### src/rtl/dc_pkg.sv
// Shared types and sizing for the D-cache memory controller: FSM states, op types,
// line/bus geometry and the per-beat address helper.
package dc_pkg;

   localparam int LINE_W = 128;
   localparam int BUS_W  = 32;
   localparam int BEATS  = LINE_W / BUS_W;
   localparam int BEAT_W = 2;

   typedef enum logic [2:0] {
      ST_IDLE,
      ST_ARB,
      ST_EVICT,
      ST_FILL,
      ST_MACK,
      ST_IO,
      ST_IOACK,
      ST_RECOV
   } state_e;

   typedef enum logic {
      OP_MISS = 1'b0,
      OP_IO   = 1'b1
   } op_e;

   // Word address of a beat within a line-aligned base; no carry reaches [31:4].
   function automatic logic [31:0] beat_addr(input logic [31:0] base,
                                             input logic [BEAT_W-1:0] beat);
      return base + {{(32-BEAT_W-2){1'b0}}, beat, 2'b00};
   endfunction

endpackage

### src/rtl/dc_line_beat_mux.sv
// Selects the current 32-bit write-back word out of the victim line and decodes the
// one-hot word write-enable used to assemble the fill line.
module dc_line_beat_mux
   import dc_pkg::*;
(
   input  logic [LINE_W-1:0] line,
   input  logic [BEAT_W-1:0] beat,
   input  logic              fill_en,
   output logic [BUS_W-1:0]  beat_word,
   output logic [BEATS-1:0]  fill_we
);

   always_comb begin
      beat_word     = line[BUS_W*beat +: BUS_W];
      fill_we       = '0;
      fill_we[beat] = fill_en;
   end

endmodule

### src/rtl/dc_mem_ctrl.sv
// Sequences dcache line write-back/fill and uncached IO accesses onto the 32-bit system bus.
// A miss is one bus tenure: optional 4 write beats, then 4 read beats, then a one-cycle ack.
module dc_mem_ctrl
   import dc_pkg::*;
(
   input  logic              clk,
   input  logic              rst_n,
   input  logic              dc_miss,
   input  logic [31:0]       dc_miss_addr,
   input  logic              dc_evict,
   input  logic [31:0]       dc_evict_addr,
   input  logic [LINE_W-1:0] dc_evict_data,
   output logic [LINE_W-1:0] dc_data_fill,
   output logic              dc_miss_ack,
   input  logic              io_access,
   input  logic              io_rw,
   input  logic [31:0]       io_addr,
   input  logic [31:0]       io_wr_data,
   output logic [31:0]       io_rd_data,
   output logic              io_ack,
   output logic              bus_req,
   input  logic              bus_gnt,
   output logic [31:0]       bus_addr,
   output logic              bus_wr,
   output logic              bus_vld,
   output logic [BUS_W-1:0]  bus_wdata,
   input  logic [BUS_W-1:0]  bus_rdata,
   input  logic              bus_ack
);

   state_e            state, state_nxt;
   op_e               op;
   logic [BEAT_W-1:0] beat;
   logic [LINE_W-1:0] fill_reg, fill_nxt;
   logic [BUS_W-1:0]  evict_word;
   logic [BEATS-1:0]  fill_we;
   logic              fill_en, beat_clr, beat_inc, io_rd_en, last_beat;

   assign last_beat = (beat == BEAT_W'(BEATS-1));

   dc_line_beat_mux u_beat_mux (
      .line      (dc_evict_data),
      .beat      (beat),
      .fill_en   (fill_en),
      .beat_word (evict_word),
      .fill_we   (fill_we)
   );

   always_comb begin
      state_nxt   = state;
      bus_req     = 1'b0;
      bus_vld     = 1'b0;
      bus_wr      = 1'b0;
      bus_addr    = '0;
      bus_wdata   = '0;
      dc_miss_ack = 1'b0;
      io_ack      = 1'b0;
      fill_en     = 1'b0;
      beat_clr    = 1'b0;
      beat_inc    = 1'b0;
      io_rd_en    = 1'b0;
      case (state)
         ST_IDLE: begin
            if (io_access || dc_miss) state_nxt = ST_ARB;
         end
         ST_ARB: begin
            bus_req = 1'b1;
            if (bus_gnt) begin
               beat_clr = 1'b1;
               if (op == OP_IO)    state_nxt = ST_IO;
               else if (dc_evict)  state_nxt = ST_EVICT;
               else                state_nxt = ST_FILL;
            end
         end
         ST_EVICT: begin
            bus_req   = 1'b1;
            bus_vld   = 1'b1;
            bus_wr    = 1'b1;
            bus_addr  = beat_addr(dc_evict_addr, beat);
            bus_wdata = evict_word;
            // The beat counter wraps to 0 here, so the fill starts at word 0 without re-arbitrating.
            if (bus_ack) begin
               beat_inc = 1'b1;
               if (last_beat) state_nxt = ST_FILL;
            end
         end
         ST_FILL: begin
            bus_req  = 1'b1;
            bus_vld  = 1'b1;
            bus_addr = beat_addr(dc_miss_addr, beat);
            if (bus_ack) begin
               fill_en  = 1'b1;
               beat_inc = 1'b1;
               if (last_beat) state_nxt = ST_MACK;
            end
         end
         ST_MACK: begin
            dc_miss_ack = 1'b1;
            state_nxt   = ST_RECOV;
         end
         ST_IO: begin
            bus_req   = 1'b1;
            bus_vld   = 1'b1;
            bus_wr    = io_rw;
            bus_addr  = io_addr;
            bus_wdata = io_wr_data;
            if (bus_ack) begin
               io_rd_en  = !io_rw;
               state_nxt = ST_IOACK;
            end
         end
         ST_IOACK: begin
            io_ack    = 1'b1;
            state_nxt = ST_RECOV;
         end
         // Gives the requester a cycle to drop its level request before IDLE samples it again.
         ST_RECOV: state_nxt = ST_IDLE;
         default:  state_nxt = ST_IDLE;
      endcase
   end

   always_comb begin
      fill_nxt = fill_reg;
      for (int i = 0; i < BEATS; i++) begin
         if (fill_we[i]) fill_nxt[i*BUS_W +: BUS_W] = bus_rdata;
      end
   end

   always_ff @(posedge clk or negedge rst_n) begin
      if (!rst_n) begin
         state        <= ST_IDLE;
         op           <= OP_MISS;
         beat         <= '0;
         fill_reg     <= '0;
         dc_data_fill <= '0;
         io_rd_data   <= '0;
      end else begin
         state    <= state_nxt;
         fill_reg <= fill_nxt;
         // IO has priority when both requests are raised together; the miss waits in place.
         if (state == ST_IDLE) op <= io_access ? OP_IO : OP_MISS;
         if (beat_clr)      beat <= '0;
         else if (beat_inc) beat <= beat + 1'b1;
         if (fill_en && last_beat) dc_data_fill <= fill_nxt;
         if (io_rd_en)             io_rd_data   <= bus_rdata;
      end
   end

endmodule
### config.mk
export PLATFORM = sky130hd
export DESIGN_NAME = dc_mem_ctrl
export DESIGN_NICKNAME = d
export VERILOG_FILES = /design/src/rtl/dc_pkg.sv /design/src/rtl/dc_line_beat_mux.sv /design/src/rtl/dc_mem_ctrl.sv
export SDC_FILE = /design/constraint.sdc
export NUM_CORES = 1
export LEC_CHECK = 0
export CAP_MARGIN = 10
export CORE_AREA = 2 2 206 208
export CTS_BUF_LIST = sky130_fd_sc_hd__clkbuf_8
export DETAILED_ROUTE_END_ITERATION = 6
export DIE_AREA = 0 0 208 210
export HOLD_SLACK_MARGIN = 0.05
export MAX_ROUTING_LAYER = met4
export PLACE_DENSITY = 0.71
export SLEW_MARGIN = 0
export SYNTH_ARGS = -nofsm -noshare
export SYNTH_HDL_FRONTEND = slang
export SYNTH_SLANG_ARGS = --single-unit
### constraint.sdc
create_clock -name clk -period 9.5 [get_ports clk]
set_input_delay 1.425 -clock clk [delete_from_list [all_inputs] [get_ports clk]]
set_output_delay 1.425 -clock clk [all_outputs]
set_load 0.01 [all_outputs]
==> impl_metrics.toml <==
[synth]
synth.yosys.seq_area_share_pct = 51.44
synth_area_um2 = 12740
ys.flop_type = "dfrtp_1"
synthCells = 1021
async_flop_share_pct = 100.0
ys_warn_count = 0
yosys.cell_count.top_type = "dfrtp_1"
yosysTopAreaCell = "dfrtp_1"
synthDominantCellAreaShare_pct = 51.44
synth.area.top_cells = "dfrtp_1, mux2_2, mux4_2"
synth_fp_nets = 1324
yosys_register_bits = 262
synthTopCellsByCount = "dfrtp_1, mux2_2, nand2_1"
ys_types = 53
syn-mean-instance-area_um2 = 12.48
synth_edf_count = 0

[status]
status = "complete, no violations"

[clock_network]
cts_root_buffer = "clkbuf_8"
h-tree-depth = 2
post_cts_resized = 0
hold_buffers = 0
clockBufferDepth = 3
path_clk_slew_ns = 0.06
cts_tree = "done"
cts_sinks = 262
post_cts_buffers = 0
insertion_delay_ns = 0.55
cts_buffers = 42

[routing]
wl_per_cell_um = 23.61
drtPass1Iterations = 5
drt-total-wl_um = 49580
antenna_left = 0
drtIter0Drc = 610
drc = 0
viasPerCell = 5.087
num_vias = 10680

[placed_design]
place_ws_ns = 3.256
dp.final_hpwl_um = 37340
gp_congestion = 0.9544
io_buffers = 524
dp_cells = 2029

[floorplan]
io_pins = 525
core_um2 = 41480
die_height_um = 210
die_w_um = 208
initial_utilization_pct = 30.73
die_area_um2 = 43680
fp-row-count = 75

[global_route]
grt_util_all_layers_pct = 22.75
grt_max_degree = 134
overflow = 0
grt_pass1_vias = 11270
antenna_found_initial = 2
grt_pass1_wl_um = 73090

[timing]
fin_crit_ns = 6.442
rsz0062_at_grt = "false"
clock_skew_ns = 0.01375
slew_headroom_pct = 28.84
max_freq_mhz = 155.2
finalMaxSlewViolations = 0
layout_setup_ws_ns = 3.058
setup_viol = 0
holdWs_ns = 0.4805
fin_crit_sh_pct = 67.81
fin_setup_tns_ns = 0
worst_pin_slew_ns = 1.067
hold_violations = 0

[worst_setup_path]
cp_common_cell = "nand2_1"
critPathCaptureType = "output port"
crit_family = "compound AO/OA/AOI/OAI gates"
rrSetupSlack_ns = 5.45
crit_chain = "nand3b_4 > nand2_1 > nand2_1 > ha_1 > a21oi_1 > a221o_1 > nor3_1 > o31ai_1 > clkdlybuf4s50_1"
worstPathRequired_ns = 8.08
crit_arrival_ns = 5.02
critical_path_class = "reg2out"
cp_num_buf_inv = 1
critPathMaxFanout = 53
critPathMaxStageDelay_ns = 0.96
startpoint_type = "flip-flop"
slowest_stage = "dfrtp_1"

[cells_and_area]
syn2layout_area_growth_pct = 51.92
largest_reg_flops = 128
drive_gt1_share_pct = 22.07
nFillCells = 3826
nets = 1837
final_cells = 2100

[pwr]
power.leakage_uw = 0.008466
power.density_nw_per_um2 = 274.3
ir_worst_vdd_uv = 171.6

[job]
drv_cap = 0

[hold_path]
hp-class = "reg2reg"
## metrics by stage
| stage | total power, µW | util [%] | instance area [µm²] |
|---|---|---|---|
| 5_1_grt | 5616 | 46.68 | 19360 |
| 3_5_place_dp | 4377 | 44.68 | 18530 |
| 4_1_cts | 5376 | 46.67 | 19360 |
| 6_report | 5312 | 46.68 | 19360 |
| 2_1_floorplan | 3040 | - | 12740 |
| 3_3_place_gp | 4318 | 44.68 | 18530 |
## cell families (layout without fill, tap and decap cells)
group / Yosys count / count (layout) / share of synthesized area, %
flops: 262 / 262 / 51.44
buf+inv: 77 / 615 / 2.395
xor+xnor: 16 / 16 / 1.100
fa+ha+maj: 7 / 7 / 0.7461
compound gates: 125 / 125 / 7.442
simple gates: 252 / 252 / 9.317
other cells: 0 / 2 / 0
mux: 282 / 282 / 27.56
## path summary, 6_finish.rpt
check,from,endpoint,cells after the start
worst max register to register,state[0],dc_data_fill[39],5
worst min-delay path,dc_data_fill[123],dc_data_fill[123],2
worst min register to register,dc_data_fill[123],dc_data_fill[123],2
min in group asynchronous,rst_n,dc_data_fill[111],1
worst max-delay path,state[0],bus_addr[21],9
max in group asynchronous,rst_n,fill_reg[19],2
## worst min-delay path: cells and delay by family, from the launching register on
kind             cells  cell delay, ns
AND/OR/NAND/NOR      2            0.10
flip-flops           1            0.34
## routing by layer
| layer | share of wire [%] | vias up | GRT usage, % |
|---|---|---|---|
| li1 | - | 4769 | - |
| met1 | 40 | 5439 | 26.36 |
| met2 | 52 | 417 | 39.96 |
| met3 | 6.6 | 57 | 5.095 |
| met4 | 2.0 | 0 | 5.820 |
| met5 | 0 | - | - |
## power breakdown
group / switching (µW) / internal [µW]
clock: 433 / 533
combinational: 1140 / 1420
sequential: 212 / 1570
total: 1790 / 3520
## area by class of cell
class	instances	area (µm²)	share of cell area (%)
antenna	2	5.005	0.02585
clock buffer	47	646.9	3.341
clock inverter	22	177.7	0.9176
inverter	9	33.78	0.1745
multi-input combinational	682	5919	30.57
sequential	262	6558	33.87
tap	539	674.4	3.483
timing repair buffer	537	5348	27.62
## placed cells by master, fill, tap and decap left out, types with 9 or more instances in the layout
cell	n
a21oi_1	16
a22o_1	43
and3_1	9
buf_4	13
clkbuf_8	47
clkdlybuf4s50_1	523
dfrtp_1	261
inv_1	22
mux2_2	231
mux2i_1	19
mux4_2	32
nand2_1	148
nand3_1	18
nand4_1	21
nor2_1	13
o21ai_0	19
xor2_1	11
No activity file was read; power rests on OpenSTA's default activity.
